==> src/rtl/hyperbus_rx_upsizer_if.sv <==
// hyperbus_rx_upsizer_if: burst command, PHY read stream and AXI R beat signals of the RX upsizer.
interface hyperbus_rx_upsizer_if #(
  parameter int PhyWidth = 32,
  parameter int AxiDataWidth = 64
);
  localparam int Ratio = AxiDataWidth / PhyWidth;
  localparam int LaneW = Ratio > 1 ? $clog2(Ratio) : 1;
  logic cmd_valid_i;
  logic cmd_ready_o;
  logic [LaneW-1:0] cmd_start_i;
  logic [7:0] cmd_len_i;
  logic rx_valid_i;
  logic rx_ready_o;
  logic [PhyWidth-1:0] rx_data_i;
  logic rx_last_i;
  logic rx_error_i;
  logic r_valid_o;
  logic r_ready_i;
  logic [AxiDataWidth-1:0] r_data_o;
  logic r_last_o;
  logic r_error_o;
  logic overrun_o;
  modport slave (
    input cmd_valid_i, cmd_start_i, cmd_len_i, rx_valid_i, rx_data_i, rx_last_i, rx_error_i, r_ready_i,
    output cmd_ready_o, rx_ready_o, r_valid_o, r_data_o, r_last_o, r_error_o, overrun_o
  );
  modport master (
    output cmd_valid_i, cmd_start_i, cmd_len_i, rx_valid_i, rx_data_i, rx_last_i, rx_error_i, r_ready_i,
    input cmd_ready_o, rx_ready_o, r_valid_o, r_data_o, r_last_o, r_error_o, overrun_o
  );
endinterface

==> src/rtl/hyperbus_rx_upsizer.sv <==
// hyperbus_rx_upsizer: packs PHY read words into AXI R beats with last/error generation.
// Define HYPERBUS_RX_ZERO_FILL_EN to drive unwritten lanes as 0 instead of stale stage data.
module hyperbus_rx_upsizer #(
  parameter int PhyWidth = 32,
  parameter int AxiDataWidth = 64
) (
  input logic clk_i,
  input logic rst_ni,
  hyperbus_rx_upsizer_if.slave bus
);
  localparam int Ratio = AxiDataWidth / PhyWidth;
  localparam int LaneW = Ratio > 1 ? $clog2(Ratio) : 1;
  typedef enum logic [1:0] {IDLE, PACK, DRAIN} state_t;
  state_t state;
  logic [AxiDataWidth-1:0] stage, stage_w;
  logic [LaneW-1:0] lane;
  logic [7:0] beats_left;
  logic err_acc, stage_full, h_last, h_err, h_rxl;
  logic wr, live_done, live_last, live_err, b_last, b_err, b_rxl, load;
  assign bus.rx_ready_o = (state == PACK && !stage_full) || state == DRAIN;
  assign wr = state == PACK && bus.rx_valid_i && !stage_full;
  assign live_done = wr && (lane == LaneW'(Ratio - 1) || bus.rx_last_i);
  assign live_last = beats_left == 8'd0 || bus.rx_last_i;
  assign live_err = err_acc | bus.rx_error_i | (bus.rx_last_i && beats_left != 8'd0);
  // A held (blocked) beat replays its captured last/error once the output frees up
  assign b_last = stage_full ? h_last : live_last;
  assign b_err = stage_full ? h_err : live_err;
  assign b_rxl = stage_full ? h_rxl : bus.rx_last_i;
  assign load = (live_done || stage_full) && (!bus.r_valid_o || bus.r_ready_i);
  always_comb begin
    stage_w = stage;
    if (wr) stage_w[lane*PhyWidth +: PhyWidth] = bus.rx_data_i;
  end
  always_ff @(posedge clk_i or negedge rst_ni) begin
    if (!rst_ni) begin
      state <= IDLE;
      stage <= '0;
      lane <= '0;
      beats_left <= '0;
      err_acc <= 1'b0;
      stage_full <= 1'b0;
      h_last <= 1'b0;
      h_err <= 1'b0;
      h_rxl <= 1'b0;
      bus.cmd_ready_o <= 1'b0;
      bus.r_valid_o <= 1'b0;
      bus.r_data_o <= '0;
      bus.r_last_o <= 1'b0;
      bus.r_error_o <= 1'b0;
      bus.overrun_o <= 1'b0;
    end else begin
      bus.overrun_o <= state == DRAIN && bus.rx_valid_i;
      if (bus.r_ready_i) bus.r_valid_o <= 1'b0;
      if (load) begin
        bus.r_valid_o <= 1'b1;
        bus.r_data_o <= stage_w;
        bus.r_last_o <= b_last;
        bus.r_error_o <= b_err;
        stage_full <= 1'b0;
      end
      case (state)
        IDLE: begin
          bus.cmd_ready_o <= !(bus.cmd_valid_i && bus.cmd_ready_o);
          if (bus.cmd_valid_i && bus.cmd_ready_o) begin
            state <= PACK;
            lane <= bus.cmd_start_i;
            beats_left <= bus.cmd_len_i;
            err_acc <= 1'b0;
            stage_full <= 1'b0;
`ifdef HYPERBUS_RX_ZERO_FILL_EN
            stage <= '0;
`endif
          end
        end
        PACK: begin
          if (wr) begin
            stage <= stage_w;
            err_acc <= live_done ? 1'b0 : err_acc | bus.rx_error_i;
            lane <= live_done ? '0 : lane + LaneW'(1);
          end
          if (live_done && !load) begin
            stage_full <= 1'b1;
            h_last <= live_last;
            h_err <= live_err;
            h_rxl <= bus.rx_last_i;
          end
          if (load) begin
`ifdef HYPERBUS_RX_ZERO_FILL_EN
            stage <= '0;
`endif
            if (b_last) begin
              state <= b_rxl ? IDLE : DRAIN;
              bus.cmd_ready_o <= b_rxl;
            end else beats_left <= beats_left - 8'd1;
          end
        end
        DRAIN: begin
          if (bus.rx_valid_i && bus.rx_last_i) begin
            state <= IDLE;
            bus.cmd_ready_o <= 1'b1;
          end
        end
        default: state <= IDLE;
      endcase
    end
  end
endmodule

==> src/flat_wrapper.sv <==
// flat-port wrapper written by rule: the top's interface ports become plain ports
module hyperbus_rx_upsizer_flat 
#(
  parameter int PhyWidth = 32,
  parameter int AxiDataWidth = 64
)
  (clk_i, rst_ni, bus_cmd_valid_i, bus_cmd_start_i, bus_cmd_len_i, bus_rx_valid_i, bus_rx_data_i, bus_rx_last_i, bus_rx_error_i, bus_r_ready_i, bus_cmd_ready_o, bus_rx_ready_o, bus_r_valid_o, bus_r_data_o, bus_r_last_o, bus_r_error_o, bus_overrun_o);
  hyperbus_rx_upsizer_if #(.PhyWidth(PhyWidth), .AxiDataWidth(AxiDataWidth)) bus_i ();
  input logic clk_i;
  input logic rst_ni;
  input wire logic [$bits(bus_i.cmd_valid_i)-1:0] bus_cmd_valid_i;
  input wire logic [$bits(bus_i.cmd_start_i)-1:0] bus_cmd_start_i;
  input wire logic [$bits(bus_i.cmd_len_i)-1:0] bus_cmd_len_i;
  input wire logic [$bits(bus_i.rx_valid_i)-1:0] bus_rx_valid_i;
  input wire logic [$bits(bus_i.rx_data_i)-1:0] bus_rx_data_i;
  input wire logic [$bits(bus_i.rx_last_i)-1:0] bus_rx_last_i;
  input wire logic [$bits(bus_i.rx_error_i)-1:0] bus_rx_error_i;
  input wire logic [$bits(bus_i.r_ready_i)-1:0] bus_r_ready_i;
  output wire logic [$bits(bus_i.cmd_ready_o)-1:0] bus_cmd_ready_o;
  output wire logic [$bits(bus_i.rx_ready_o)-1:0] bus_rx_ready_o;
  output wire logic [$bits(bus_i.r_valid_o)-1:0] bus_r_valid_o;
  output wire logic [$bits(bus_i.r_data_o)-1:0] bus_r_data_o;
  output wire logic [$bits(bus_i.r_last_o)-1:0] bus_r_last_o;
  output wire logic [$bits(bus_i.r_error_o)-1:0] bus_r_error_o;
  output wire logic [$bits(bus_i.overrun_o)-1:0] bus_overrun_o;
  assign bus_i.cmd_valid_i = bus_cmd_valid_i;
  assign bus_i.cmd_start_i = bus_cmd_start_i;
  assign bus_i.cmd_len_i = bus_cmd_len_i;
  assign bus_i.rx_valid_i = bus_rx_valid_i;
  assign bus_i.rx_data_i = bus_rx_data_i;
  assign bus_i.rx_last_i = bus_rx_last_i;
  assign bus_i.rx_error_i = bus_rx_error_i;
  assign bus_i.r_ready_i = bus_r_ready_i;
  assign bus_cmd_ready_o = bus_i.cmd_ready_o;
  assign bus_rx_ready_o = bus_i.rx_ready_o;
  assign bus_r_valid_o = bus_i.r_valid_o;
  assign bus_r_data_o = bus_i.r_data_o;
  assign bus_r_last_o = bus_i.r_last_o;
  assign bus_r_error_o = bus_i.r_error_o;
  assign bus_overrun_o = bus_i.overrun_o;
  hyperbus_rx_upsizer #(.PhyWidth(PhyWidth), .AxiDataWidth(AxiDataWidth)) u_core (.clk_i(clk_i), .rst_ni(rst_ni), .bus(bus_i));
endmodule
==> config.mk <==
export PLATFORM = sky130hd
export DESIGN_NAME = hyperbus_rx_upsizer_flat
export DESIGN_NICKNAME = d
export VERILOG_FILES = /design/src/rtl/hyperbus_rx_upsizer_if.sv /design/src/rtl/hyperbus_rx_upsizer.sv /design/src/flat_wrapper.sv
export SDC_FILE = /design/constraint.sdc
export NUM_CORES = 1
export LEC_CHECK = 0
export BUFFER_PORTS_ARGS = -buffer_cell sky130_fd_sc_hd__buf_2
export CORE_MARGIN = 10
export CORE_UTILIZATION = 30
export CTS_BUF_LIST = sky130_fd_sc_hd__clkbuf_2 sky130_fd_sc_hd__clkbuf_4 sky130_fd_sc_hd__clkbuf_8
export CTS_CLUSTER_SIZE = 10
export DETAILED_ROUTE_END_ITERATION = 8
export SLEW_MARGIN = 20
export SYNTH_ARGS = -nofsm -noshare
export SYNTH_HDL_FRONTEND = slang
export SYNTH_SLANG_ARGS = --single-unit
export TNS_END_PERCENT = 50
==> constraint.sdc <==
create_clock -name clk_i -period 3 [get_ports clk_i]
set_input_delay 0.9 -clock clk_i [delete_from_list [all_inputs] [get_ports clk_i]]
set_output_delay 0.9 -clock clk_i [all_outputs]
set_load 0.02 [all_outputs]
==> results.toml <==
[outcome]
outcome = "finished, final reports clean"

[sta]
max_slew_margin = 0.5989
fin_crit_sh = 0.8182
setup_tns_ns = 0
fin_crit_ns = 2.455
slew_violations = 0
finalSetupViolations = 0
fmax_mhz = 407.4
finalHoldViolCount = 0
rsz0062_at_grt = "false"
fin_skew_ns = 0.01443
worstMarginPinSlew_ns = 0.6003

[setup_path]
end_kind = "primary output"
path_class = "reg2out"
crit_chain = "inv_1, ha_1, a21o_1, buf_2"
worst_ep_required_time_ns = 2.10
slowest_stage = "dfrtp_1"
critPathMaxStageDelay_ns = 0.41
path_max_fanout = 6
setup.worst_path.start_class = "register"
cp.arrival_ns = 1.55

[logic_synthesis]
synth.distinct_cells = 42
syn_nets = 605
async_reset_ff_frac = 1.000
yosys-top-cells-area = "dfrtp_1 (62%), mux2_2 (13%), nand2_1 (13%)"
ys.flop_type = "dfrtp_1"
syn-cell-area_sq_mm = 0.006033
yosys_warnings = 0
yosysTopAreaCellShare = 0.6180
synth_top_area_cell = "dfrtp_1"
avgSynthCellArea_sq_um = 10.93
seq_area_frac_synth = 0.6180
ys_ff_latch = 149
synth-edff-count = 0
yosysMostFrequentCell = "nand2_1"
synth_common_cells = "nand2_1 (201), dfrtp_1 (149), mux2_2 (67)"
syn_inst = 552

[global_route]
grt_pass1_vias = 4578
grt_use_total = 0.1188
grt_start_max_net_pins = 65
overflow = 0
grt_pass1_wl_mm = 24.98
antenna_found_initial = 1

[hold_path]
hold_path_class = "in2async"

[placement]
gp_congestion = 0.7975
hpwl_mm = 10.16
numPortBuffers = 117

[pwr]
pwr-share-comb = 0.384
switching_share = 0.3749
p_switching_mw = 3.099
power.leakage_nw = 3.757
p_seq_frac = 0.407
p_total_mw = 8.264
p_int_mw = 5.166
ir_worst_vdd_mv = 0.4516
powerDensity_mw_per_mm2 = 1109
p_clk_frac = 0.209

[final_layout]
seq_area_sq_mm = 0.003729
area_growth_pct = 23.52
drive_above_1_share = 0.3440
fillers = 1987
multiInputGateArea_sq_mm = 0.002203
diodes = 0
fin_nets = 729

[clock_network]
clock_path_buffers = 2
ctsRootBufferMaster = "clkbuf_8"
clk_pin_slew_ns = 0.08
cts_tree = "yes"
cts.repair.resized = 0
insertion_delay_ns = 0.45
cts_made_buffers = 17
cts_hold_buffers = 0
cts_max_level = 4
clock_sinks = 149
post_cts.repair.setup_buffers = 0

[job]
max-cap-violations = 0

[floorplanning]
dieArea_sq_mm = 0.02618
die_h_microns = 161.8
core_area_sq_mm = 0.01965
io_pins = 118
die_x_microns = 161.8
start_util = 0.3070
fp-row-count = 51

[route]
drt-pass1-iter-count = 4
drc = 0
num_vias = 4311
final_antenna_net_count = 0
vias_per_cell = 4.519
wirelength_mm = 15.02
routedWlPerCell_microns = 15.74
drt_iter0_drc = 266
[state kept, by name, indices dropped and copies added, names as in the netlist, 2 cells and up]
register / count
u_core.bus.r_data_o: 64
u_core.stage: 64
u_core.beats_left: 8
u_core.state: 2
[routing by layer]
| metal | up-vias | share of wire | track usage | routed length, microns |
|---|---|---|---|---|
| li1 | 2087 | - | - | - |
| met1 | 2107 | 0.46 | 0.1526 | 6940 |
| met2 | 98 | 0.47 | 0.1836 | 7021 |
| met3 | 17 | 0.057 | 0.04070 | 852 |
| met4 | 2 | 0.013 | 0.03846 | 196 |
| met5 | - | 0.00047 | 0 | 7 |
[through the flow]
stage               cells    util  setup slack (ns)  cell area [sq um]  hold slack (ns)
finish                954  0.3792            0.5454               7452           0.3676
global route          954  0.3792            0.4553               7452           0.3718
CTS                   954  0.3792            0.5133               7452           0.3538
detailed placement    922  0.3568            0.5656               7013           0.4571
global placement      922  0.3568            0.5814               7013           0.4540
floorplan             552       -            0.6503               6033           0.4708
[path summary, 6_finish.rpt]
| check | from | to | slack, ns | cells past startpoint |
|---|---|---|---|---|
| max in group asynchronous | rst_ni | u_core.stage[48] | 1.97 | 2 |
| min in group clk_i | u_core.bus.r_data_o[38] | u_core.bus.r_data_o[38] | 0.47 | 2 |
| max reg2reg | u_core.beats_left[5] | u_core.bus.cmd_ready_o | 0.65 | 5 |
| max | u_core.state[1] | bus_rx_ready_o | 0.55 | 4 |
| min reg2reg | u_core.bus.r_data_o[38] | u_core.bus.r_data_o[38] | 0.47 | 2 |
| min | rst_ni | u_core.bus.cmd_ready_o | 0.37 | 1 |
[layout make-up]
type	instances	share of cell area
inverters	10	0.005037
repair buffers	128	0.09553
clock inverters	12	0.02367
flip-flops and latches	149	0.5003
well taps	265	0.04449
multi-input cells	370	0.2957
clock buffers	20	0.03526
[worst max-delay path: cells and delay by family, from the launching register on]
kind / cells / cell delay [ns]
adders and majority gates: 1 / 0.27
AOI/OAI and AO/OA: 1 / 0.20
buffers and inverters: 2 / 0.23
DFF: 1 / 0.41
[cells by family (layout without fill, tap and decap cells)]
logic type                 count (synthesis)  after routing  synth area share
AOI/OAI and AO/OA                         55             55           0.05931
adders and majority gates                  5              5           0.01037
buffers and inverters                     33            170           0.02053
DFF                                      149            149            0.6180
muxes                                     70             70            0.1300
and+or+nand+nor                          240            240            0.1618
[power by group through the flow]
stage | Sequential (mW) | Combinational (mW) | Clock [mW]
floorplan | 3.81 | 1.72 | 0
global route | 3.48 | 3.58 | 1.87
finish | 3.36 | 3.18 | 1.72
global placement | 3.39 | 3.19 | 0
CTS | 3.37 | 3.26 | 1.79
detailed placement | 3.40 | 3.25 | 0
[cell usage in the layout (no fill, tap or decap), drive strengths merged, types with 2 or more instances in the layout]
cell,count
inv,12
or2,2
buf,128
or4,3
dfrtp,149
and2,3
clkinvlp,2
mux2,67
a311oi,2
nor4,2
o21ai,13
bufinv,4
a21oi,15
clkinv,4
ha,5
a31oi,4
nand3b,2
o21a,2
nor2,13
nor3,2
clkbuf,20
and3,2
a21o,3
nand2,201
mux2i,3
o22ai,6
nand3,3
nand2b,2
No activity file was read; power rests on OpenSTA's default activity.
